### config.mk
export PLATFORM = sky130hd
export DESIGN_NAME = mux_rr_arbiter
export DESIGN_NICKNAME = d
export VERILOG_FILES = /design/src/rtl/mux_rr_arbiter_pkg.sv /design/src/rtl/mux_rr_arbiter_rr_picker.sv /design/src/rtl/mux_rr_arbiter.sv
export SDC_FILE = /design/constraint.sdc
export NUM_CORES = 1
export LEC_CHECK = 0
export CAP_MARGIN = 20
export CORE_MARGIN = 3
export CORE_UTILIZATION = 45
export DETAILED_ROUTE_END_ITERATION = 6
export DONT_BUFFER_PORTS = 1
export SKIP_CTS_REPAIR_TIMING = 1
export SLEW_MARGIN = 20
export SYNTH_ARGS = -nofsm -noshare
export SYNTH_HDL_FRONTEND = slang
export SYNTH_SLANG_ARGS = --single-unit
export TNS_END_PERCENT = 50
### constraint.sdc
create_clock -name clock -period 2.8 [get_ports clock]
set_input_delay 0.7 -clock clock [delete_from_list [all_inputs] [get_ports clock]]
set_output_delay 0.7 -clock clock [all_outputs]
set_load 0.01 [all_outputs]
### src/rtl/mux_rr_arbiter_pkg.sv
// Shared definitions for the round-robin data-selector arbiter.
// State encodings, requester count and one-hot helper.
package mux_rr_arbiter_pkg;

  localparam int N_REQ = 4;

  typedef enum logic [1:0] {
    ST_IDLE  = 2'd0,
    ST_GRANT = 2'd1,
    ST_GAP   = 2'd2
  } state_t;

  function automatic logic [N_REQ-1:0] onehot(
    input logic [1:0] idx
  );
    logic [N_REQ-1:0] v;
    v = '0;
    v[idx] = 1'b1;
    return v;
  endfunction

endpackage

### src/rtl/mux_rr_arbiter_rr_picker.sv
// Cyclic first-set-bit search over the request vector,
// starting at the rotation pointer.
module rr_picker
  import mux_rr_arbiter_pkg::*;
(
  input  logic [N_REQ-1:0] req,
  input  logic [1:0]       ptr,
  output logic             any,
  output logic [1:0]       winner
);

  logic [2*N_REQ-1:0] dbl;
  logic [N_REQ-1:0]   rot;

  always_comb begin
    dbl    = {req, req};
    rot    = dbl[ptr +: N_REQ];
    any    = |req;
    winner = ptr;
    // descending scan so the nearest set bit to ptr wins
    for (int k = N_REQ - 1; k >= 0; k--) begin
      if (rot[k]) begin
        winner = ptr + k[1:0];
      end
    end
  end

endmodule

### src/rtl/mux_rr_arbiter.sv
// Round-robin owner sequencer for the shared 4-way byte selector.
// Grants one owner, bounds its hold time, inserts a gap cycle.
module mux_rr_arbiter
  import mux_rr_arbiter_pkg::*;
#(
  parameter int DATA_W   = 8,
  parameter int MAX_HOLD = 16,
  parameter int CNT_W    = (MAX_HOLD > 1) ? $clog2(MAX_HOLD) : 1
) (
  input  logic              clock,
  input  logic              reset,
  input  logic [3:0]        req,
  input  logic [DATA_W-1:0] d0,
  input  logic [DATA_W-1:0] d1,
  input  logic [DATA_W-1:0] d2,
  input  logic [DATA_W-1:0] d3,
  output logic [3:0]        grant,
  output logic [1:0]        sel,
  output logic [DATA_W-1:0] data_out,
  output logic              data_valid,
  output logic              busy
);

  localparam logic [CNT_W-1:0] LAST = CNT_W'(MAX_HOLD - 1);

  state_t           state;
  logic [1:0]       ptr;
  logic [CNT_W-1:0] cnt;
  logic             any;
  logic [1:0]       winner;
  logic             rel;

  rr_picker u_pick (
    .req    (req),
    .ptr    (ptr),
    .any    (any),
    .winner (winner)
  );

  assign rel = !req[sel] || (cnt == LAST);

  always_ff @(posedge clock or negedge reset) begin
    if (!reset) begin
      state      <= ST_IDLE;
      grant      <= '0;
      sel        <= '0;
      ptr        <= '0;
      cnt        <= '0;
      data_valid <= 1'b0;
      busy       <= 1'b0;
    end else begin
      unique case (state)
        ST_IDLE, ST_GAP: begin
          if (any) begin
            state      <= ST_GRANT;
            grant      <= onehot(winner);
            sel        <= winner;
            cnt        <= '0;
            data_valid <= 1'b1;
            busy       <= 1'b1;
          end else begin
            state <= ST_IDLE;
            busy  <= 1'b0;
          end
        end
        ST_GRANT: begin
          // cnt never passes LAST: reaching it forces release
          if (rel) begin
            state      <= ST_GAP;
            grant      <= '0;
            data_valid <= 1'b0;
            ptr        <= sel + 2'd1;
          end else begin
            cnt <= cnt + 1'b1;
          end
        end
        default: begin
          state      <= ST_IDLE;
          grant      <= '0;
          data_valid <= 1'b0;
          busy       <= 1'b0;
        end
      endcase
    end
  end

  always_comb begin
    data_out = '0;
    if (data_valid) begin
      unique case (sel)
        2'd0: data_out = d0;
        2'd1: data_out = d1;
        2'd2: data_out = d2;
        default: data_out = d3;
      endcase
    end
  end

endmodule

==> out/metrics.csv <==
stage,metric,value,unit
placement,placed cell count,136,
clock_network,clock-pin slew on the worst setup and hold paths,0.10,ns
sta,measured slew at the worst slew-check pin,0.443,ns
sta,slew margin rel.,70.2,%
power_and_ir_drop,switching power,552,µW
die,Rows,17,
clock_network,htree depth,1,
sta,Max Transition Viols Final,0,
cells_and_area,filler instances,209,
cells_and_area,nets@finish,156,
sta,Max Freq,396,MHz
power_and_ir_drop,internal power,671,µW
min_path,type of the most critical hold path,in -> async,
die,die height,54.8,µm
critical_path,WS Path Type,reg -> out,
cells_and_area,"Cell Count, Final, Fillers Out",140,
critical_path,peak fanout along the critical path,8,
placement,placed inst area,1090,µm²
clock_network,maximum clock path buffer count,2,
grt,pin count of the biggest net entering global routing,17,
die,Die X,54.8,µm
synth,synth warn,0,
sta,fin crit period,2.53,ns
sta,clock skew,0.00690,ns
power_and_ir_drop,Flop pwr share,38.9,%
critical_path,critical path arrival,1.83,ns
clock_network,clk_lat worst skew,0.29,ns
sta,final setup TNS,0,ns
power_and_ir_drop,"IR drop worst, VDD",0.507,mV
routing,ANT nets after route,0,
die,Die Area,3010,µm²
power_and_ir_drop,Clk pwr share,12.8,%
cells_and_area,Register Area,403,µm²
routing,# DRC,0,
placement,Detailed Place HPWL,1820,µm
placement,gpl congestion,0.755,
status,status,completed,
clock_network,TritonCTS clock tree,yes,
critical_path,Worst setup EP type,output pin,
power_and_ir_drop,pwr dens,1090,nW/µm²
die,core footprint,2230,µm²
grt,initial antenna violation count,0,
synth,synthesized area per cell,9.50,µm²
cells_and_area,multi-input logic area,624,µm²
cells_and_area,ratio of cells with drive above 1 in the final layout,10.7,%
cells_and_area,Antenna Cells,0,
grt,vias in the first global route,846,
flow_run,total of max-cap violations,0,
grt,first-pass GRT wire length,3940,µm
synth,fraction of registers with async set/reset,100,%
synth,#FFs+latches synth,16,
synth,post-synthesis compound-gate area fraction,29.5,%
placement,Port Buffer Count,0,
synth,Post-synth EDFFs,0,
clock_network,root buf cell,clkbuf_4,
synth,cell count after synthesis,113,
power_and_ir_drop,P_leak,0.463,nW
grt,GRT Util Overall,18.8,%
cells_and_area,Util after Layout,50.4,%
power_and_ir_drop,Sw Ratio,45.1,%
synth,"Seq/Total Area, Yosys",37.3,%
die,Starting Density,48.1,%
clock_network,Clock Sink Count,16,
synth,ys flop type,dfrtp_1,
placement,dpl ws,0.492,ns
sta,min setup slack post-route,0.274,ns
cells_and_area,design area,1120,µm²
power_and_ir_drop,combinational share of power,48.2,%
synth,post-synth cell types,33,
routing,First-pass DRT Iterations,5,
routing,vias per inst,6.21,
cells_and_area,synth-to-layout area growth,4.78,%
synth,synthesized cell area,1070,µm²
sta,unrepaired setup endpoints after global routing,false,
critical_path,worst endpoint required time,2.10,ns
critical_path,Startpoint Class,register,
synth,mux contribution to synthesized area,3.15,%
routing,Via Count,870,
routing,Avg WL per Cell,17.1,µm
routing,Detailed Route WL,2390,µm
sta,fin crit share,90.2,%
synth,adder-cell area share of the yosys netlist,5.83,%
synth,Synth Area in Simple Gates,19.7,%
routing,DR iter-0 viols,41,
synth,Synth Area in XOR/XNOR,0,%
clock_network,Num CTS Buffers,3,
sta,Fin. Hold Viols,0,
grt,global route overflow,0,
synth,post-synth net total,156,
die,I/O pin cnt,54,
synth,largest family of logic cells by synthesized area,compound AO/OA/AOI/OAI gates,
sta,setup violators final,0,
## power groups by stage
stage | Clock (mW) | Sequential [mW] | Combinational, mW
final | 0.157 | 0.476 | 0.590
after global routing | 0.181 | 0.500 | 0.683
after CTS | 0.163 | 0.475 | 0.597
after detailed placement | 0 | 0.479 | 0.596
after global placement | 0 | 0.475 | 0.577
after floorplan | 0 | 0.446 | 0.513
## through the flow
stage,power (mW),hold slack [ns]
2_1_floorplan,0.959,0.404
3_3_place_gp,1.05,0.405
3_5_place_dp,1.07,0.405
4_1_cts,1.24,0.0767
5_1_grt,1.36,0.0445
6_report,1.22,0.0861
## cells by family after synthesis
group	Yosys count
fa+ha+maj	5
flops	16
buf+inv	12
mux	2
simple gates	35
compound gates	43
## path summary, 6_finish.rpt
| path | startpoint | to | slack (ns) | depth (start not counted) |
|---|---|---|---|---|
| max | sel[0] | data_out[3] | 0.27 | 5 |
| min | reset | busy | 0.09 | 0 |
| max reg2reg | sel[0] | ptr[1] | 1.07 | 3 |
| min reg2reg | cnt[3] | cnt[3] | 0.49 | 1 |
| max in group asynchronous | reset | sel[0] | 2.63 | 0 |
| min in group clock | cnt[3] | cnt[3] | 0.49 | 1 |
## per-layer routing
layer | vias to the layer above | track usage, % | wire length (µm)
li1 | 424 | - | -
met1 | 417 | 23.4 | 1050
met2 | 27 | 30.3 | 1170
met3 | 2 | 7.08 | 160
met4 | 0 | 4.56 | 15
met5 | - | 0 | 0
## layout make-up
type | count | share of cell area [%]
multi-input combinational | 85 | 55.5
inverter | 7 | 2.34
clock buffer | 4 | 3.23
sequential | 16 | 35.8
tap | 28 | 3.11
## state kept, by name (all words and copies together) (netlist names)
| signal | cells |
|---|---|
| cnt | 4 |
| grant | 4 |
| ptr | 2 |
| sel | 2 |
| state | 2 |
| busy | 1 |
| data_valid | 1 |
## Yosys cell counts (3+ instances only)
library cell / n / area share, %
nand3_1: 4 / 1.9
o31ai_1: 3 / 2.1
nand2_1: 11 / 3.8
a222oi_1: 8 / 7.5
dfrtp_1: 16 / 37
clkbuf_1: 4 / 1.4
nand2b_1: 3 / 1.7
a21oi_1: 4 / 1.9
and2_1: 8 / 4.7
ha_1: 5 / 5.8
inv_1: 7 / 2.4
o21ai_0: 13 / 6.1
## cell usage in the layout (no fill, tap or decap), types with 2 or more instances in the layout
| cell type | netlist | final |
|---|---|---|
| a21oi_1 | 4 | 4 |
| or2b_1 | 2 | 2 |
| o2bb2ai_1 | 2 | 2 |
| o211ai_1 | 2 | 2 |
| a21o_1 | 2 | 2 |
| ha_1 | 5 | 5 |
| a222oi_1 | 8 | 8 |
| and2_1 | 8 | 8 |
| inv_1 | 7 | 7 |
| nand2b_1 | 3 | 3 |
| o31ai_1 | 3 | 3 |
| dfrtp_1 | 16 | 14 |
| o21ai_0 | 13 | 13 |
| a22o_1 | 2 | 2 |
| clkbuf_4 | 0 | 3 |
| nand2_1 | 11 | 11 |
| dfrtp_2 | 0 | 2 |
| nand3_1 | 4 | 4 |
| o22a_1 | 2 | 2 |
## critical path: stages, from the launching register on
cell      delay (ns)
dfrtp_2         0.46
inv_1           0.10
ha_1            0.31
a222oi_1        0.35
o21ai_0         0.11
and2_1          0.21
No activity file was read; power rests on OpenSTA's default activity.
